==> src/rtl/button_conditioner_pkg.sv <==
// rtl/button_conditioner_pkg.sv - shared constants for the pushbutton conditioner
package button_conditioner_pkg;

  // Button roles as seen by the ALU top-level load strobes
  localparam int BTN_DATO_A = 0;
  localparam int BTN_DATO_B = 1;
  localparam int BTN_OPCODE = 2;
  localparam int BTN_UPDATE = 3;

  localparam int N_BUTTONS_DEFAULT   = 4;
  localparam int DEBOUNCE_CYCLES_SIM = 4;

endpackage

==> src/rtl/debounce_channel.sv <==
// rtl/debounce_channel.sv - one button: 2-flop synchroniser, counter debouncer, rising-edge one-shot
module debounce_channel #(
  parameter int DEBOUNCE_CYCLES = 1000000
) (
  input  logic i_clk,
  input  logic i_reset,
  input  logic i_boton,
  output logic o_level,
  output logic o_pulse
);

  localparam int NB_COUNT = $clog2(DEBOUNCE_CYCLES);
  localparam logic [NB_COUNT-1:0] CNT_LAST = NB_COUNT'(DEBOUNCE_CYCLES - 1);

  logic                q1;
  logic                q2;
  logic [NB_COUNT-1:0] cnt;

  // Counter only runs while q2 differs from o_level, so it tops out at CNT_LAST
  always_ff @(posedge i_clk) begin
    if (i_reset) begin
      q1      <= 1'b0;
      q2      <= 1'b0;
      cnt     <= '0;
      o_level <= 1'b0;
      o_pulse <= 1'b0;
    end else begin
      q1      <= i_boton;
      q2      <= q1;
      o_pulse <= 1'b0;
      if (q2 == o_level) begin
        cnt <= '0;
      end else if (cnt == CNT_LAST) begin
        o_level <= q2;
        o_pulse <= q2;
        cnt     <= '0;
      end else begin
        cnt <= cnt + 1'b1;
      end
    end
  end

endmodule

==> src/rtl/button_conditioner.sv <==
// rtl/button_conditioner.sv - independent debounced level and press strobe per button
module button_conditioner
  import button_conditioner_pkg::*;
#(
  parameter int N_BUTTONS       = N_BUTTONS_DEFAULT,
  parameter int DEBOUNCE_CYCLES = 1000000
) (
  input  logic                 i_clk,
  input  logic                 i_reset,
  input  logic [N_BUTTONS-1:0] i_boton,
  output logic [N_BUTTONS-1:0] o_level,
  output logic [N_BUTTONS-1:0] o_pulse
);

  for (genvar g = 0; g < N_BUTTONS; g++) begin : g_chan
    debounce_channel #(
      .DEBOUNCE_CYCLES(DEBOUNCE_CYCLES)
    ) u_chan (
      .i_clk  (i_clk),
      .i_reset(i_reset),
      .i_boton(i_boton[g]),
      .o_level(o_level[g]),
      .o_pulse(o_pulse[g])
    );
  end

endmodule
==> config.mk <==
export PLATFORM = sky130hd
export DESIGN_NAME = button_conditioner
export DESIGN_NICKNAME = d
export VERILOG_FILES = /design/src/rtl/button_conditioner_pkg.sv /design/src/rtl/debounce_channel.sv /design/src/rtl/button_conditioner.sv
export SDC_FILE = /design/constraint.sdc
export NUM_CORES = 1
export LEC_CHECK = 0
export ABC_AREA = 1
export BUFFER_PORTS_ARGS = -buffer_cell sky130_fd_sc_hd__buf_4
export CORE_MARGIN = 2
export CORE_UTILIZATION = 58
export DETAILED_ROUTE_END_ITERATION = 7
export PLACE_DENSITY = 0.78
export SYNTH_ARGS = -nofsm -noshare
export SYNTH_HDL_FRONTEND = slang
export SYNTH_HIERARCHICAL = 1
export SYNTH_SLANG_ARGS = --single-unit
==> constraint.sdc <==
create_clock -name i_clk -period 4.05 [get_ports i_clk]
set_input_delay 0.2025 -clock i_clk [delete_from_list [all_inputs] [get_ports i_clk]]
set_output_delay 0.2025 -clock i_clk [all_outputs]
set_load 0.01 [all_outputs]
==> summary.md <==
| Metric | Value |
|---|---|
| Status | finished, final reports clean |
| I/O Buffers | 13 |
| Place WS | 2544 ps |
| Syn nets | 702 |
| Clock tree buffer depth | 2 |
| CTS root buffer | clkbuf_8 |
| Final design utilization | 0.6426 |
| Average wire per standard cell | 11.57 µm |
| Die area | 9217 µm² |
| Count of final setup violators | 0 |
| Minimum clock period | 1550 ps |
| RSZ-0062 raised after global routing | false |
| Peak VDD IR | 0.1623 mV |
| Placed cells | 806 |
| Ant. Diodes | 0 |
| All-Layer GR Usage | 0.2217 |
| DRT iter0 DRCs | 125 |
| Area post-placement | 5059 µm² |
| Post-CTS setup buffer count | 0 |
| Cell Pwr Density | 314.9 nW/µm² |
| Initial antenna violation count | 0 |
| Met3 Routed Length | 385 µm |
| Post-synthesis average cell area | 7.095 µm² |
| Max cap viols | 0 |
| Largest net degree at the start of global routing | 20 |
| Final Cell Area | 5280 µm² |
| Worst Hold Class | in2reg |
| DR WL met2 | 4.529 mm |
| Reg2reg start | g_chan[3].u_chan/cnt[0] |
| Final setup skew | 4.373 ps |
| Cells after Synth | 692 |
| P&R area growth vs syn | 7.543% |
| Crit Path Max Fanout | 19 |
| GRT Residual Overflow | 0 |
| Cell area after synthesis | 4910 µm² |
| Nets | 722 |
| Number of global-route vias before repair | 3970 |
| CTS Hold Buffers Added | 0 |
| DP Wirelength | 6.956 mm |
| Initial Util | 0.5975 |
| Worst reg2reg setup slack | 2500 ps |
| First-pass GRT wire length | 16.42 mm |
| WL final | 9.514 mm |
| Post-route ant nets | 0 |
| CTS buffer count | 9 |
| Layout fillers | 723 |
| Fin Setup TNS | 0 ps |
| Final Max Tran Viols | 0 |
| Period utilization | 0.3828 |
| Critical path launch point type | flip-flop |
| Total number of placement rows | 33 |
| Die height | 96.01 µm |
| H-tree levels | 3 |
| Least-Margin Pin Slew | 345.2 ps |
| DRC | 0 |
| Clock transition at the registers of the reported paths | 90 ps |
| R2r worst-path depth | 6 |
| Clock latency at the later pin of the worst-skew pair | 360 ps |
| Max_slew headroom | 0.7699 |
| Critical path required time | 4290 ps |
| Fmax | 645.0 MHz |
| RD Place Congestion | 0.8825 |
| Worst Setup SP | g_chan[3].u_chan/cnt[0] |
| Vias per cell | 5.264 |
| Worst r2r dst | g_chan[3].u_chan/cnt[2] |
| Most common cell after layout, fill and taps aside | nand2_1 |
| M1 WL | 4.451 mm |
| Final Total Pwr | 1.663 mW |
| Hold Worst Slack | 53.51 ps |
| Layout cell share with drive strength beyond 1 | 0.1618 |
| Most frequent cells in the layout | nand2_1, nor2_1, dfxtp_1 |
| Fin cells | 822 |
| CP Capture Type | flip-flop |
| Total clock sinks | 96 |
| Ys Warns | 6 |
| CP endpoint | g_chan[3].u_chan/cnt[2] |
| Arr. time, crit path | 1790 ps |
| # resized after CTS | 0 |
| Synthesized flop and latch total | 96 |
| Placeable Area | 8217 µm² |
| Total number of vias | 4327 |
| Seq/Total Area, Yosys | 0.3914 |
| Die X | 96.01 µm |
| CTS tree | yes |
| Top routing layer used | met4 |
| Setup ws final | 2500 ps |
| Leak | 1.705 nW |
| Netlist cell types | 21 |
| Final-report hold violation count | 0 |
| CP Class | reg2reg |
| Detailed Routing Iterations Pass 1 | 4 |
| Top Ports | 14 |
-- sequential cells by signal (all words and copies together), names as in the netlist --
register / flops
g_chan.u_chan/o_pulse: 4
g_chan.u_chan/o_level: 4
g_chan.u_chan/cnt: 80
g_chan.u_chan/q2: 4
g_chan.u_chan/q1: 4
-- worst min path at each step --
| stage | from | to | slack [ps] | cells past startpoint |
|---|---|---|---|---|
| finish | i_boton[0] | g_chan[0].u_chan/q1 | 50 | 3 |
| global route | i_boton[0] | g_chan[0].u_chan/q1 | 60 | 3 |
| CTS | i_boton[0] | g_chan[0].u_chan/q1 | 40 | 3 |
| detailed placement | g_chan[0].u_chan/q1 | g_chan[0].u_chan/q2 | 400 | 2 |
| global placement | g_chan[1].u_chan/q1 | g_chan[1].u_chan/q2 | 390 | 2 |
| floorplan | i_reset | g_chan[0].u_chan/o_level | 270 | 1 |
-- power by group --
| group | total (mW) | internal [mW] | switching [mW] | leakage (nW) |
|---|---|---|---|---|
| registers | 0.951 | 0.948 | 0.00278 | 0.775 |
| clock network | 0.687 | 0.364 | 0.323 | 0.106 |
| logic | 0.0257 | 0.00843 | 0.0172 | 0.824 |
-- cells in the mapped netlist, drive strengths merged --
| master | count | area (µm²) |
|---|---|---|
| nand3 | 52 | 300.3 |
| or2 | 16 | 100.1 |
| o21ai | 8 | 40.04 |
| a21oi | 44 | 220.2 |
| buf | 4 | 80.08 |
| nor3 | 4 | 20.02 |
| inv | 72 | 270.3 |
| xor2 | 12 | 105.1 |
| nand2 | 160 | 640.6 |
| clkinv | 4 | 15.01 |
| nand4 | 24 | 150.1 |
| nor2 | 168 | 800.8 |
| o21bai | 12 | 90.09 |
| dfxtp | 96 | 1922 |
| xnor2 | 12 | 105.1 |
| ha | 4 | 50.05 |
-- worst max-delay path, stage by stage, from the launching register on --
cell,delay [ps]
dfxtp_1,380
ha_1,220
nand3_2,140
nor2_2,200
nand3_2,150
nand2_4,260
nor3_1,80
-- layer usage --
layer	up-vias	GRT usage
met5	-	0
met4	0	0.09643
li1	2239	-
met2	98	0.3756
met3	17	0.03446
met1	1973	0.2786
-- layout make-up --
cell class	count	area, µm²	share of cell area
Multi-Input combinational cell	516	2623	0.4967
Tap cell	105	131.4	0.02488
Timing Repair Buffer	13	97.59	0.01848
Clock buffer	11	141.4	0.02678
Inverter	76	285.3	0.05403
Clock inverter	5	80.08	0.01517
Sequential cell	96	1922	0.3640
-- kinds of logic after synthesis --
family,synth area share
buffers and inverters,0.07441
AOI/OAI and AO/OA,0.07136
adders and majority gates,0.01019
xor gates and xnor gates,0.04281
and+or+nand+nor,0.4098
DFF,0.3914
(Power assumes the default switching activity.)
